`src/rtl/aclk_lcd_scan_driver_if.sv`:
```
// LCD character stream between the alarm-clock scan driver and the display.
// Latency: none; plain signal bundle.
// Backpressure: the display holds lcd_ready low to stall the current character.
interface aclk_lcd_scan_driver_if #(
  parameter int NUM_DIGITS = 4,
  parameter int DW         = (NUM_DIGITS > 1) ? $clog2(NUM_DIGITS) : 1
);
  logic [7:0]    lcd_data;
  logic [DW-1:0] lcd_digit_sel;
  logic          lcd_valid;
  logic          lcd_ready;
  logic          frame_done;

  modport master (
    output lcd_data,
    output lcd_digit_sel,
    output lcd_valid,
    output frame_done,
    input  lcd_ready
  );

  modport slave (
    input  lcd_data,
    input  lcd_digit_sel,
    input  lcd_valid,
    input  frame_done,
    output lcd_ready
  );
endinterface

```
`src/rtl/aclk_lcd_scan_driver.sv`:
```
// Alarm-clock display scanner (MSD-first ASCII digits) plus alarm sounder.
// Latency: first digit valid one cycle after refresh; sound_alarm one cycle after match edge.
// Backpressure: lcd_ready low holds the current digit; refreshes during a frame collapse into one pending frame.
module aclk_lcd_scan_driver #(
  parameter int NUM_DIGITS = 4,
  parameter int ALARM_LEN  = 16
) (
  input  logic                    clock,
  input  logic                    reset,
  input  logic [4*NUM_DIGITS-1:0] key,
  input  logic [4*NUM_DIGITS-1:0] alarm_time,
  input  logic [4*NUM_DIGITS-1:0] current_time,
  input  logic                    show_new_time,
  input  logic                    show_alarm,
  input  logic                    refresh,
  input  logic                    stop_alarm,
  output logic                    sound_alarm,
  aclk_lcd_scan_driver_if.master  lcd
);

  localparam int DW = (NUM_DIGITS > 1) ? $clog2(NUM_DIGITS) : 1;
  localparam int TW = 4 * NUM_DIGITS;
  localparam logic [DW-1:0] MSD = DW'(NUM_DIGITS - 1);
  localparam logic [15:0]   LEN = 16'(ALARM_LEN);

  typedef enum logic [1:0] {IDLE, SEND, DONE} state_t;

  state_t        state_q, state_d;
  logic [TW-1:0] snap_q, snap_d;
  logic          pending_q, pending_d;
  logic [7:0]    data_q, data_d;
  logic [DW-1:0] sel_q, sel_d;
  logic          valid_q, valid_d;
  logic          done_q, done_d;
  logic [TW-1:0] src;

  logic          match, match_q, rise;
  logic [15:0]   cnt_q;

  function automatic logic [7:0] decode(input logic [3:0] n);
    return (n <= 4'd9) ? (8'h30 + {4'h0, n}) : 8'h3A;
  endfunction

  function automatic logic [3:0] digit_of(input logic [TW-1:0] v, input logic [DW-1:0] i);
    logic [TW-1:0] sh;
    sh = v >> {i, 2'b00};
    return sh[3:0];
  endfunction

  // Display source priority: new key entry, then alarm setting, then running time.
  always_comb begin
    src = show_new_time ? key : (show_alarm ? alarm_time : current_time);
  end

  // Display FSM: next state and next registered output values.
  always_comb begin
    state_d   = state_q;
    snap_d    = snap_q;
    pending_d = pending_q;
    data_d    = data_q;
    sel_d     = sel_q;
    valid_d   = valid_q;
    done_d    = 1'b0;
    case (state_q)
      IDLE: begin
        if (refresh || pending_q) begin
          snap_d    = src;
          pending_d = 1'b0;
          state_d   = SEND;
          valid_d   = 1'b1;
          sel_d     = MSD;
          data_d    = decode(digit_of(src, MSD));
        end
      end
      SEND: begin
        if (refresh) pending_d = 1'b1;
        if (valid_q && lcd.lcd_ready) begin
          if (sel_q == '0) begin
            state_d = DONE;
            valid_d = 1'b0;
            done_d  = 1'b1;
          end else begin
            sel_d  = sel_q - 1'b1;
            data_d = decode(digit_of(snap_q, sel_q - 1'b1));
          end
        end
      end
      DONE: begin
        if (refresh) pending_d = 1'b1;
        state_d = IDLE;
      end
      default: state_d = IDLE;
    endcase
  end

  // Display FSM state and output registers.
  always_ff @(posedge clock or negedge reset) begin
    if (!reset) begin
      state_q   <= IDLE;
      snap_q    <= '0;
      pending_q <= 1'b0;
      data_q    <= 8'h00;
      sel_q     <= '0;
      valid_q   <= 1'b0;
      done_q    <= 1'b0;
    end else begin
      state_q   <= state_d;
      snap_q    <= snap_d;
      pending_q <= pending_d;
      data_q    <= data_d;
      sel_q     <= sel_d;
      valid_q   <= valid_d;
      done_q    <= done_d;
    end
  end

  assign lcd.lcd_data      = data_q;
  assign lcd.lcd_digit_sel = sel_q;
  assign lcd.lcd_valid     = valid_q;
  assign lcd.frame_done    = done_q;

  assign match = (current_time == alarm_time);
  assign rise  = match && !match_q;

  // Alarm sounder: edge-triggered, stop wins over a coincident trigger, re-edge reloads.
  always_ff @(posedge clock or negedge reset) begin
    if (!reset) begin
      match_q     <= 1'b0;
      sound_alarm <= 1'b0;
      cnt_q       <= 16'd0;
    end else begin
      match_q <= match;
      if (stop_alarm) begin
        sound_alarm <= 1'b0;
        cnt_q       <= 16'd0;
      end else if (rise) begin
        sound_alarm <= 1'b1;
        cnt_q       <= LEN;
      end else if (sound_alarm) begin
        cnt_q <= cnt_q - 16'd1;
        if (cnt_q == 16'd1) sound_alarm <= 1'b0;
      end
    end
  end

endmodule

```
`src/flat_wrapper.sv`:
```
// flat-port wrapper written by rule: the top's interface ports become plain ports
module aclk_lcd_scan_driver_flat 
#(
  parameter int NUM_DIGITS = 4,
  parameter int ALARM_LEN  = 16
)
  (clock, reset, key, alarm_time, current_time, show_new_time, show_alarm, refresh, stop_alarm, sound_alarm, lcd_lcd_data, lcd_lcd_digit_sel, lcd_lcd_valid, lcd_frame_done, lcd_lcd_ready);
  aclk_lcd_scan_driver_if #(.NUM_DIGITS(NUM_DIGITS)) lcd_i ();
  input  logic clock;
  input  logic reset;
  input  logic [4*NUM_DIGITS-1:0] key;
  input  logic [4*NUM_DIGITS-1:0] alarm_time;
  input  logic [4*NUM_DIGITS-1:0] current_time;
  input  logic show_new_time;
  input  logic show_alarm;
  input  logic refresh;
  input  logic stop_alarm;
  output logic sound_alarm;
  output wire logic [$bits(lcd_i.lcd_data)-1:0] lcd_lcd_data;
  output wire logic [$bits(lcd_i.lcd_digit_sel)-1:0] lcd_lcd_digit_sel;
  output wire logic [$bits(lcd_i.lcd_valid)-1:0] lcd_lcd_valid;
  output wire logic [$bits(lcd_i.frame_done)-1:0] lcd_frame_done;
  input wire logic [$bits(lcd_i.lcd_ready)-1:0] lcd_lcd_ready;
  assign lcd_lcd_data = lcd_i.lcd_data;
  assign lcd_lcd_digit_sel = lcd_i.lcd_digit_sel;
  assign lcd_lcd_valid = lcd_i.lcd_valid;
  assign lcd_frame_done = lcd_i.frame_done;
  assign lcd_i.lcd_ready = lcd_lcd_ready;
  aclk_lcd_scan_driver #(.NUM_DIGITS(NUM_DIGITS), .ALARM_LEN(ALARM_LEN)) u_core (.clock(clock), .reset(reset), .key(key), .alarm_time(alarm_time), .current_time(current_time), .show_new_time(show_new_time), .show_alarm(show_alarm), .refresh(refresh), .stop_alarm(stop_alarm), .sound_alarm(sound_alarm), .lcd(lcd_i));
endmodule
```
`config.mk`:
```
export PLATFORM = sky130hd
export DESIGN_NAME = aclk_lcd_scan_driver_flat
export DESIGN_NICKNAME = d
export VERILOG_FILES = /design/src/rtl/aclk_lcd_scan_driver_if.sv /design/src/rtl/aclk_lcd_scan_driver.sv /design/src/flat_wrapper.sv
export SDC_FILE = /design/constraint.sdc
export NUM_CORES = 1
export LEC_CHECK = 0
export BUFFER_PORTS_ARGS = -buffer_cell sky130_fd_sc_hd__buf_2
export CORE_MARGIN = 2
export CORE_UTILIZATION = 32
export CTS_BUF_LIST = sky130_fd_sc_hd__clkbuf_16
export CTS_CLUSTER_DIAMETER = 40
export DETAILED_ROUTE_END_ITERATION = 10
export REMOVE_ABC_BUFFERS = 1
export SLEW_MARGIN = 20
export SYNTH_ARGS = -nofsm -noshare
export SYNTH_HDL_FRONTEND = slang
export SYNTH_SLANG_ARGS = --single-unit
```
`constraint.sdc`:
```
create_clock -name clock -period 1.8 [get_ports clock]
set_clock_uncertainty 0.2 [all_clocks]
set_input_delay 0.54 -clock clock [delete_from_list [all_inputs] [get_ports clock]]
set_output_delay 0.54 -clock clock [all_outputs]
set_load 0.005 [all_outputs]
```
==> reports/qor.yml <==
status: "complete, but fails checks"
violations: "setup timing"
power_density_nw_per_um2: 1170
grt_pass1_vias: 2396
synth_edf_count: 0
total_switching_power_w: 0.001503
critPathKind: "reg2reg"
met3_length_um: 243
clk_pin_slew_worst_paths_ps: 70
globalplace.congestion: 0.8074
critPathSlowestCell: "or3b_4"
final_layout_size_suffix_gt1_frac: 0.4156
fin_nets: 444
ys_warn_count: 0
wl_met2_um: 3098
htree_levels: 2
yosysSeqAreaShare: 0.3974
dr.pass1.iters: 4
place_ws_ps: -241.4
drt_wl_total_um: 6726
overflow: 0
cp_cell_sequence: "inv_2 -> ha_4 -> or3b_4 -> and3b_2 -> a22o_1 -> a21oi_2"
synth_common_cells: "46 x dfrtp_1, 26 x nand2_1, 24 x xnor2_1"
rows: 34
dr_total_vias: 2452
worstPathRequired_ps: 1820
grt_max_degree: 47
synth_area_um2: 2897
tritoncts: "built"
hold_viol: 0
syn_to_final_growth_pct: 34.43
synthTopCellsByArea: "dfrtp_1 40%, xnor2_1 7.3%, mux2i_1 5.5%"
grt.total_usage: 0.1404
die_x_um: 99.14
cts.sinks: 46
final-seq-area_um2: 1152
cts_buffers: 5
grt_pass1_wl_um: 11440
cts_root_buf: "clkbuf_16"
cts_max_path_buffers: 2
start_util: 0.3305
cap_viol_max_count: 0
min_period_ps: 1899
ios: 68
setup_viol: 7
fill_cells: 876
avgSynthCellArea_um2: 9.988
clk_latency_ps: 290
startpoint_type: "flip-flop"
final_cell_area_um2: 3894
synthArstFlopShare: 1.000
antenna_found_initial: 0
wl_per_cell_um: 13.64
cp_max_fo: 6
hp-class: "in2async"
insertedDiodeCount: 0
final.setup.worst_slack_ps: -98.59
ir_drop_v: 0.0004613
drt_iter0_drc: 92
viasPerCell: 4.974
ant_nets: 0
place_hpwl_um: 4981
multi_input_area_um2: 1717
die_y_um: 99.14
die-area_um2: 9829
synth_seq_cells: 46
top_layer_used: "met4"
synth_cell_type_count: 59
pwr-share-comb: 0.446
clockPowerShare: 0.232
max_freq_mhz: 526.7
p_leak_nw: 1.735
arrival_ps: 1910
ys.flop_type: "dfrtp_1"
core-area_um2: 8763
slew_viol_final: 0
yosysMostFrequentCell: "dfrtp_1"
yosysTopAreaCell: "dfrtp_1"
period_share: 1.055
netlist_instances: 290
port_buffers: 65
synth.top_cell.area_share: 0.3974
worst_setup_path_end_kind: "flip-flop"
cp_slowest_stage_delay_ps: 410
switching_share: 0.3298
post-route-util: 0.4443
postCtsHoldBufs: 0
internal_power_w: 0.003053
route.detailed.drc: 0
rsz0062_at_grt: "true"
slew_headroom: 0.5857
wl_met1_um: 3316
pwr-share-seq: 0.322
tightest_slew_ps: 620.8
placed_area_um2: 3573
==> sequential cells by signal, summed over array words and instances, names as in the netlist <==
| signal | count |
|---|---|
| u_core.cnt_q | 16 |
| u_core.snap_q | 16 |
| u_core.lcd.lcd_data | 5 |
| u_core.lcd.lcd_valid | 1 |
| u_core.lcd.frame_done | 1 |
| u_core.lcd.lcd_digit_sel | 2 |
| u_core.sound_alarm | 1 |
| u_core.state_q | 2 |
| u_core.match_q | 1 |
| u_core.pending_q | 1 |
==> area by class of cell <==
type,count,share of cell area
clock buffers,5,0.03213
well taps,108,0.03470
flip-flops and latches,46,0.2960
inverters,11,0.01060
repair buffers,106,0.1742
clock inverters,3,0.01157
multi-input cells,214,0.4409
==> power by group through the flow <==
stage                     logic [W]  registers (W)  clock network (W)
final                       0.00203        0.00147            0.00106
after global routing        0.00229        0.00150            0.00114
after CTS                   0.00202        0.00147            0.00108
after detailed placement    0.00190        0.00148                  0
after global placement      0.00186        0.00147                  0
after floorplan             0.00108        0.00148                  0
==> cell usage in the layout (no fill, tap or decap), types with 2 or more instances in the layout <==
master,Yosys,routed
buf_2,4,65
dfrtp_1,46,45
buf_4,5,36
nand2_1,26,25
xnor2_1,24,23
o21ai_0,20,20
nor2_1,18,18
a21oi_1,18,17
mux2i_1,16,16
nand4_1,10,10
a211oi_1,9,8
inv_1,11,7
clkbuf_16,0,5
inv_2,0,4
mux2_2,4,4
a211oi_2,3,4
mux4_2,4,4
nor4_4,1,3
o211ai_1,3,3
xor2_1,3,3
a22o_1,3,3
ha_1,5,3
buf_12,0,3
nor4_2,3,2
nor3_1,2,2
or3b_4,0,2
or3_1,3,2
or3_4,1,2
a21oi_2,1,2
nand4b_1,2,2
a221oi_1,2,2
ha_4,0,2
conb_1,1,2
clkinvlp_4,0,2
buf_6,1,2
==> routing by layer <==
metal  up-vias  GRT usage
met5         -          0
met4         0    0.03372
li1       1238          -
met3         5    0.02038
met2        58     0.2235
met1      1151     0.2029
==> per-stage QoR <==
step | cells | hold slack, ps | setup TNS, ps | total power (W)
3_5_place_dp | 481 | 268.1 | -4887 | 0.003374
5_1_grt | 493 | 35.66 | -1200 | 0.004926
3_3_place_gp | 481 | 258.8 | -3745 | 0.003337
6_report | 493 | 17.88 | -464.7 | 0.004556
2_1_floorplan | 271 | 44.41 | -9496 | 0.002555
4_1_cts | 490 | 36.06 | -393.9 | 0.004568
==> worst paths after layout <==
path | startpoint | end | slack [ps] | cells past startpoint
worst min-delay path | reset | u_core.snap_q[1] | 20 | 2
worst max register to register | u_core.state_q[1] | u_core.lcd.lcd_digit_sel[1] | -100 | 6
max in group asynchronous | reset | u_core.sound_alarm | 1140 | 2
worst max-delay path | u_core.state_q[1] | u_core.lcd.lcd_digit_sel[1] | -100 | 6
min in group clock | u_core.snap_q[8] | u_core.snap_q[8] | 280 | 2
worst min register to register | u_core.snap_q[8] | u_core.snap_q[8] | 280 | 2
==> critical path, delay by kind of cell (launching register included) <==
family	cells	cell delay [ps]
buffers and inverters	1	90
DFF	1	400
adders and majority gates	1	150
and+or+nand+nor	2	660
AOI/OAI and AO/OA	2	320
==> cell families (layout without fill, tap and decap cells) <==
logic type | after synthesis | count (layout) | share of synthesized area
multiplexers | 26 | 26 | 0.1149
AND/OR/NAND/NOR | 83 | 83 | 0.1698
buffers and inverters | 31 | 125 | 0.05097
flip-flops | 46 | 46 | 0.3974
adder cells (fa/ha/maj) | 5 | 5 | 0.02160
AO/OA/AOI/OAI | 71 | 71 | 0.1624
other | 1 | 2 | 0.001295
XOR/XNOR | 27 | 27 | 0.08164
==> what timing repair did <==
item                       in CTS  in global routing
buffers inserted                1                  3
pin swaps                       5                 15
resized for setup              12                 16
setup endpoints to repair      11                 18
Power figures use the tool's default switching activity.
